--- config.mk ---
export PLATFORM = sky130hd
export DESIGN_NAME = count_checker_mc_flat
export DESIGN_NICKNAME = d
export VERILOG_FILES = /design/src/rtl/count_checker_pkg.sv /design/src/rtl/count_checker_mc_if.sv /design/src/rtl/count_checker_lane.sv /design/src/rtl/count_checker_mc.sv /design/src/flat_wrapper.sv
export SDC_FILE = /design/constraint.sdc
export NUM_CORES = 2
export LEC_CHECK = 0
export BUFFER_PORTS_ARGS = -buffer_cell sky130_fd_sc_hd__buf_2
export CAP_MARGIN = 20
export CORE_MARGIN = 4
export CORE_UTILIZATION = 35
export CTS_CLUSTER_DIAMETER = 80
export DETAILED_ROUTE_END_ITERATION = 7
export PLACE_DENSITY = 0.59
export SYNTH_ARGS = -nofsm -noshare
export SYNTH_HDL_FRONTEND = slang
export SYNTH_SLANG_ARGS = --single-unit
--- constraint.sdc ---
create_clock -name clk_i -period 12.68 [get_ports clk_i]
set_input_delay 1.902 -clock clk_i [delete_from_list [all_inputs] [get_ports clk_i]]
set_output_delay 1.902 -clock clk_i [all_outputs]
set_load 0.02 [all_outputs]
--- src/rtl/count_checker_pkg.sv ---
// count_checker shared types: lane states, pattern modes
// and the expected-value step function.
package count_checker_pkg;

  typedef enum logic [1:0] {
    S_IDLE    = 2'd0,
    S_SEED    = 2'd1,
    S_ACQUIRE = 2'd2,
    S_LOCKED  = 2'd3
  } state_t;

  localparam logic [1:0] MODE_INCR  = 2'b00;
  localparam logic [1:0] MODE_DECR  = 2'b01;
  localparam logic [1:0] MODE_FIXED = 2'b10;

  // Wide enough for any supported lane width; callers truncate
  localparam int VAL_W = 64;

  function automatic logic [VAL_W-1:0] next_value(
    input logic [VAL_W-1:0] x,
    input logic [1:0]       mode
  );
    case (mode)
      MODE_DECR:  return x - 64'd1;
      MODE_FIXED: return x;
      default:    return x + 64'd1;
    endcase
  endfunction

endpackage

--- src/rtl/count_checker_mc_if.sv ---
// Rx user-interface bundle feeding the multi-lane checker.
interface count_checker_mc_if #(
  parameter int NUM_LANES = 4,
  parameter int DATA_W    = 32
);
  logic [NUM_LANES-1:0]        valid_i;
  logic [NUM_LANES*DATA_W-1:0] data_i;
  logic [NUM_LANES-1:0]        crc_err_i;

  modport master (
    output valid_i,
    output data_i,
    output crc_err_i
  );

  modport slave (
    input valid_i,
    input data_i,
    input crc_err_i
  );
endinterface

--- src/rtl/count_checker_lane.sv ---
// One lane: seed/acquire/lock FSM, pattern compare and
// saturating mismatch / CRC counters.
module count_checker_lane
  import count_checker_pkg::*;
#(
  parameter int DATA_W     = 32,
  parameter int LOCK_CNT   = 4,
  parameter int UNLOCK_CNT = 3,
  parameter int CNT_W      = 16,
  parameter int CRC_THRESH = 3
) (
  input  logic              clk_i,
  input  logic              reset_i,
  input  logic              start_i,
  input  logic              clear_i,
  input  logic [1:0]        mode_i,
  input  logic              valid_i,
  input  logic [DATA_W-1:0] data_i,
  input  logic              crc_err_i,
  output logic              lock_o,
  output logic              error_o,
  output logic              crc_error_o,
  output logic [CNT_W-1:0]  err_cnt_o,
  output logic [CNT_W-1:0]  crc_cnt_o,
  output logic [DATA_W-1:0] expected_o
);

  localparam int RUN_W  = $clog2(LOCK_CNT + 1);
  localparam int MISS_W = $clog2(UNLOCK_CNT + 1);
  localparam logic [RUN_W-1:0]  RUN_LAST  = RUN_W'(LOCK_CNT - 1);
  localparam logic [MISS_W-1:0] MISS_LAST = MISS_W'(UNLOCK_CNT - 1);
  localparam logic [CNT_W-1:0]  THRESH    = CNT_W'(CRC_THRESH);

  state_t              state_q, state_d;
  logic [1:0]          mode_q, mode_d;
  logic [DATA_W-1:0]   exp_q, exp_d;
  logic [RUN_W-1:0]    run_q, run_d;
  logic [MISS_W-1:0]   miss_q, miss_d;
  logic [CNT_W-1:0]    err_q, err_d;
  logic [CNT_W-1:0]    crc_q, crc_d;
  logic                errf_q, errf_d;
  logic                crcf_q, crcf_d;
  logic                match;
  logic                err_inc;
  logic                crc_inc;

  function automatic logic [DATA_W-1:0] step(
    input logic [DATA_W-1:0] x,
    input logic [1:0]        m
  );
    return DATA_W'(next_value(VAL_W'(x), m));
  endfunction

  assign match = (data_i == exp_q);

  always_comb begin
    state_d = state_q;
    mode_d  = mode_q;
    exp_d   = exp_q;
    run_d   = run_q;
    miss_d  = miss_q;
    errf_d  = errf_q;
    err_inc = 1'b0;
    crc_inc = valid_i && crc_err_i && (state_q != S_IDLE);

    case (state_q)
      S_IDLE: begin
        state_d = S_SEED;
        mode_d  = mode_i;
      end
      S_SEED: begin
        if (valid_i) begin
          exp_d   = step(data_i, mode_q);
          run_d   = '0;
          state_d = S_ACQUIRE;
        end
      end
      S_ACQUIRE: begin
        if (valid_i && match) begin
          exp_d = step(exp_q, mode_q);
          if (run_q == RUN_LAST) begin
            state_d = S_LOCKED;
            run_d   = '0;
            miss_d  = '0;
          end else begin
            run_d = run_q + 1'b1;
          end
        end else if (valid_i) begin
          exp_d = step(data_i, mode_q);
          run_d = '0;
        end
      end
      S_LOCKED: begin
        if (valid_i && match) begin
          exp_d  = step(exp_q, mode_q);
          miss_d = '0;
        end else if (valid_i) begin
          err_inc = 1'b1;
          errf_d  = 1'b1;
          if (miss_q == MISS_LAST) begin
            state_d = S_ACQUIRE;
            exp_d   = step(data_i, mode_q);
            run_d   = '0;
            miss_d  = '0;
          end else begin
            exp_d  = step(exp_q, mode_q);
            miss_d = miss_q + 1'b1;
          end
        end
      end
      default: state_d = S_IDLE;
    endcase

    err_d = (err_inc && err_q != '1) ? err_q + 1'b1 : err_q;
    crc_d = (crc_inc && crc_q != '1) ? crc_q + 1'b1 : crc_q;

    if (clear_i) begin
      err_d  = '0;
      crc_d  = '0;
      errf_d = 1'b0;
    end

    crcf_d = (crc_d >= THRESH);

    // Dropping start is a soft reset of the whole lane
    if (!start_i) begin
      state_d = S_IDLE;
      mode_d  = '0;
      exp_d   = '0;
      run_d   = '0;
      miss_d  = '0;
      err_d   = '0;
      crc_d   = '0;
      errf_d  = 1'b0;
      crcf_d  = 1'b0;
    end
  end

  always_ff @(posedge clk_i) begin
    if (reset_i) begin
      state_q <= S_IDLE;
      mode_q  <= '0;
      exp_q   <= '0;
      run_q   <= '0;
      miss_q  <= '0;
      err_q   <= '0;
      crc_q   <= '0;
      errf_q  <= 1'b0;
      crcf_q  <= 1'b0;
    end else begin
      state_q <= state_d;
      mode_q  <= mode_d;
      exp_q   <= exp_d;
      run_q   <= run_d;
      miss_q  <= miss_d;
      err_q   <= err_d;
      crc_q   <= crc_d;
      errf_q  <= errf_d;
      crcf_q  <= crcf_d;
    end
  end

  assign lock_o      = (state_q == S_LOCKED);
  assign error_o     = errf_q;
  assign crc_error_o = crcf_q;
  assign err_cnt_o   = err_q;
  assign crc_cnt_o   = crc_q;
  assign expected_o  = exp_q;

endmodule

--- src/rtl/count_checker_mc.sv ---
// Multi-lane Rx count checker: NUM_LANES independent lanes
// sharing start, clear and pattern mode.
module count_checker_mc
  import count_checker_pkg::*;
#(
  parameter int DATA_W     = 32,
  parameter int NUM_LANES  = 4,
  parameter int LOCK_CNT   = 4,
  parameter int UNLOCK_CNT = 3,
  parameter int CNT_W      = 16,
  parameter int CRC_THRESH = 3
) (
  input  logic                        clk_i,
  input  logic                        reset_i,
  input  logic                        start_i,
  input  logic                        clear_i,
  input  logic [1:0]                  mode_i,
  count_checker_mc_if.slave           rx,
  output logic [NUM_LANES-1:0]        lock_o,
  output logic [NUM_LANES-1:0]        error_o,
  output logic [NUM_LANES-1:0]        crc_error_o,
  output logic [NUM_LANES*CNT_W-1:0]  err_cnt_o,
  output logic [NUM_LANES*CNT_W-1:0]  crc_cnt_o,
  output logic [NUM_LANES*DATA_W-1:0] expected_o
);

  for (genvar k = 0; k < NUM_LANES; k++) begin : g_lane
    count_checker_lane #(
      .DATA_W     (DATA_W),
      .LOCK_CNT   (LOCK_CNT),
      .UNLOCK_CNT (UNLOCK_CNT),
      .CNT_W      (CNT_W),
      .CRC_THRESH (CRC_THRESH)
    ) u_lane (
      .clk_i       (clk_i),
      .reset_i     (reset_i),
      .start_i     (start_i),
      .clear_i     (clear_i),
      .mode_i      (mode_i),
      .valid_i     (rx.valid_i[k]),
      .data_i      (rx.data_i[k*DATA_W +: DATA_W]),
      .crc_err_i   (rx.crc_err_i[k]),
      .lock_o      (lock_o[k]),
      .error_o     (error_o[k]),
      .crc_error_o (crc_error_o[k]),
      .err_cnt_o   (err_cnt_o[k*CNT_W +: CNT_W]),
      .crc_cnt_o   (crc_cnt_o[k*CNT_W +: CNT_W]),
      .expected_o  (expected_o[k*DATA_W +: DATA_W])
    );
  end

endmodule
--- src/flat_wrapper.sv ---
// flat-port wrapper written by rule: the top's interface ports become plain ports
module count_checker_mc_flat import count_checker_pkg::*;
#(
  parameter int DATA_W     = 32,
  parameter int NUM_LANES  = 4,
  parameter int LOCK_CNT   = 4,
  parameter int UNLOCK_CNT = 3,
  parameter int CNT_W      = 16,
  parameter int CRC_THRESH = 3
)
  (clk_i, reset_i, start_i, clear_i, mode_i, lock_o, error_o, crc_error_o, err_cnt_o, crc_cnt_o, expected_o, rx_valid_i, rx_data_i, rx_crc_err_i);
  count_checker_mc_if #(.NUM_LANES(NUM_LANES), .DATA_W(DATA_W)) rx_i ();
  input  logic clk_i;
  input  logic reset_i;
  input  logic start_i;
  input  logic clear_i;
  input  logic [1:0] mode_i;
  output logic [NUM_LANES-1:0] lock_o;
  output logic [NUM_LANES-1:0] error_o;
  output logic [NUM_LANES-1:0] crc_error_o;
  output logic [NUM_LANES*CNT_W-1:0] err_cnt_o;
  output logic [NUM_LANES*CNT_W-1:0] crc_cnt_o;
  output logic [NUM_LANES*DATA_W-1:0] expected_o;
  input wire logic [$bits(rx_i.valid_i)-1:0] rx_valid_i;
  input wire logic [$bits(rx_i.data_i)-1:0] rx_data_i;
  input wire logic [$bits(rx_i.crc_err_i)-1:0] rx_crc_err_i;
  assign rx_i.valid_i = rx_valid_i;
  assign rx_i.data_i = rx_data_i;
  assign rx_i.crc_err_i = rx_crc_err_i;
  count_checker_mc #(.DATA_W(DATA_W), .NUM_LANES(NUM_LANES), .LOCK_CNT(LOCK_CNT), .UNLOCK_CNT(UNLOCK_CNT), .CNT_W(CNT_W), .CRC_THRESH(CRC_THRESH)) u_core (.clk_i(clk_i), .reset_i(reset_i), .start_i(start_i), .clear_i(clear_i), .mode_i(mode_i), .rx(rx_i), .lock_o(lock_o), .error_o(error_o), .crc_error_o(crc_error_o), .err_cnt_o(err_cnt_o), .crc_cnt_o(crc_cnt_o), .expected_o(expected_o));
endmodule
==> qor.yml <==
clock_power_share_pct: 45.4
finalCritPeriodShare_pct: 45.02
max_clock_freq_ghz: 0.1752
grt_antenna_before_repair: 3
synth.largest_area_cell: "dfxtp_1"
io_pins: 410
critical_path_class: "primary input to register"
final_cell_mix: "nor2_1 (528), nand2_1 (447), buf_2 (409), dfxtp_1 (300), a21oi_1 (299)"
hold_viol: 0
setup_violations: 0
via_count: 37060
post_drt_wl_per_cell_um: 22.42
intPower_mw: 1.959
core_area_um2: 88650
status: "completed"
dieArea_um2: 94610
p_per_area_nw_per_um2: 82.55
setup_tns_ps: 0
dr.pass1.iters: 8
rsz0062_at_grt: "false"
postSynthCellCount: 4664
post-dp-hpwl_mm: 95.62
drt_iter0_drc: 4943
overflow: 0
synth-compound-area-share_pct: 25.31
synth-simple-area-share_pct: 32.62
synthFlopType: "dfxtp_1"
slowest_delay_ps: 870
synth_top_family_by_area: "simple AND/OR/NAND/NOR gates"
slowest_stage: "clkinv_1"
cts_sinks: 300
initial_core_util_pct: 35.44
fin_nets: 4874
root_buffer: "clkbuf_16"
grt_first_pass_wirelength_mm: 201.4
die_height_um: 307.6
synth-xor-area-share_pct: 12.26
synth.area.top_cells: "dfxtp_1 (19%), xor2_1 (7.2%), nor2_1 (6.3%)"
yosys_warnings: 0
syn-cell-area_um2: 31410
cts_setup_buffers: 0
ys_seq_area_share_pct: 19.12
cts-htree-levels: 2
crit_required_ps: 13110
cts_made_buffers: 42
cts_tree: "built"
drt-total-wl_mm: 132.6
ys_seq_elements: 300
switching_share_pct: 32.42
drive_gt1_share_pct: 13.42
grt_pass1_vias: 33160
worstHoldPathType: "register to register"
worst_ep_arrival_time_ps: 6140
syn_avg_cell_area_um2: 6.735
viasPerCell: 6.268
clk_latency_ps: 570
synthMuxAreaShare_pct: 3.174
r2r_slack_ps: 8060
clock_path_buffers: 3
crit_chain: "buf_2, clkinv_1, nor2_1, nand2_1, nor3_1, and2_1, and4_1, xnor2_1, o2111ai_1, nor4_1, a31oi_1"
period_minus_slack_ps: 5708
ctsResizeCount: 0
antenna_left: 0
synth_fa_ha_area_share_pct: 0.7966
port-buffer-count: 409
relSlewSlack_pct: 30.82
grtUsageTotal_pct: 26.35
grt_max_degree: 106
synthArstFlopShare_pct: 0
synth_edf_count: 0
end_kind: "register"
startpoint_type: "primary input"
cts_hold_buf: 0
synth_nets: 4826
seqPwrFrac_pct: 34.6
drc: 0
area_growth_pct: 11.80
clkSlewWorstSetupHoldPaths_ps: 60
ir_drop_mv: 0.08363
slew_viol_final: 0
gp_congestion: 0.9609
ys_types: 95
skew_ps: 35.18
dieWidth_um: 307.6
power.share.combinational_pct: 20.0
final_common_cell: "nor2_1"
crit_path_max_fanout: 40
p_total_mw: 2.899
holdWs_ps: 419.0
synth_top_area_share_pct: 19.12
p_sw_mw: 0.9398
num_rows: 109
total_leakage_power_nw: 12.95
cap_violations: 0
tightest_slew_ps: 1038
## synth_stat cells, drive strengths merged (34+ instances only)
| cell | count |
|---|---|
| a21oi | 302 |
| a221oi | 35 |
| a22oi | 57 |
| a31oi | 77 |
| and2 | 47 |
| and3 | 92 |
| buf | 82 |
| clkbuf | 379 |
| dfxtp | 300 |
| inv | 66 |
| mux2i | 85 |
| nand2 | 447 |
| nand3 | 196 |
| nand4 | 105 |
| nor2 | 528 |
| nor3 | 212 |
| nor4 | 113 |
| o21ai | 293 |
| o22ai | 59 |
| o31ai | 34 |
| or3 | 88 |
| or4 | 42 |
| xnor2 | 179 |
| xor2 | 260 |
## per-stage QoR
step	area (um2)	util, %	worst slack, ps	instances
global route	35120	39.62	6534	5912
finish	35120	39.62	6972	5913
floorplan	31410	-	8058	4664
CTS	35090	39.58	7098	5910
global placement	33560	37.85	6592	5832
detailed placement	33560	37.85	6465	5832
## logic make-up after synthesis
group                    after synthesis
AO/OA/AOI/OAI                       1215
XOR/XNOR                             439
adder cells (fa/ha/maj)               20
buffers and inverters                532
flip-flops                           300
multiplexers                          98
AND/OR/NAND/NOR                     2060
## routing by layer
metal | vias up | track usage (%) | part of all wire, %
met5 | - | 0 | 0.020
met4 | 4 | 8.077 | 3.2
met3 | 265 | 5.729 | 11
met2 | 2110 | 40.62 | 44
met1 | 17490 | 36.74 | 43
li1 | 17190 | - | -
## critical path, delay by kind of cell
| family | cells | cell delay, ps |
|---|---|---|
| AO/OA/AOI/OAI | 2 | 260 |
| AND/OR/NAND/NOR | 6 | 2350 |
| buffers and inverters | 2 | 1460 |
| XOR/XNOR | 1 | 150 |
## power groups by stage
stage               combinational (mW)  sequential [mW]  clock (mW)
CTS                              0.565             1.00        1.35
global placement                 0.562             1.02           0
detailed placement               0.562             1.02           0
global route                     0.623             1.00        1.39
finish                           0.581             1.00        1.31
floorplan                        0.395             1.00           0
## path summary, 6_finish.rpt
kind | start | endpoint | cells past startpoint
max reg2reg | u_core.g_lane[0].u_lane.mode_q[1]$_SDFFE_PP0P_ | u_core.g_lane[0].u_lane.expected_o[24]$_SDFFE_PP0P_ | 15
min reg2reg | u_core.g_lane[1].u_lane.run_q[2]$_SDFFE_PP0P_ | u_core.g_lane[1].u_lane.run_q[2]$_SDFFE_PP0P_ | 2
min | u_core.g_lane[1].u_lane.run_q[2]$_SDFFE_PP0P_ | u_core.g_lane[1].u_lane.run_q[2]$_SDFFE_PP0P_ | 2
max | rx_valid_i[0] | u_core.g_lane[0].u_lane.crc_error_o$_SDFF_PP0_ | 11
## area by class of cell
class                      count  area [um2]
antenna                        2       5.005
clock buffer                  59        1216
clock inverter                19       316.6
fill                        9602       53530
inverter                      71       266.5
multi-input combinational   3832       23370
sequential                   300        6006
tap                         1165        1458
timing repair buffer         465        2487
## state kept, by name, summed over array words and instances, names as in the netlist
register	count
u_core.g_lane.u_lane.err_cnt_o	64
u_core.g_lane.u_lane.expected_o	128
u_core.g_lane.u_lane.run_q	12
u_core.g_lane.u_lane.mode_q	8
u_core.g_lane.u_lane.state_q	8
u_core.g_lane.u_lane.error_o	4
u_core.g_lane.u_lane.crc_error_o	4
u_core.g_lane.u_lane.crc_cnt_o	64
u_core.g_lane.u_lane.miss_q	8
(Power assumes the default switching activity.)
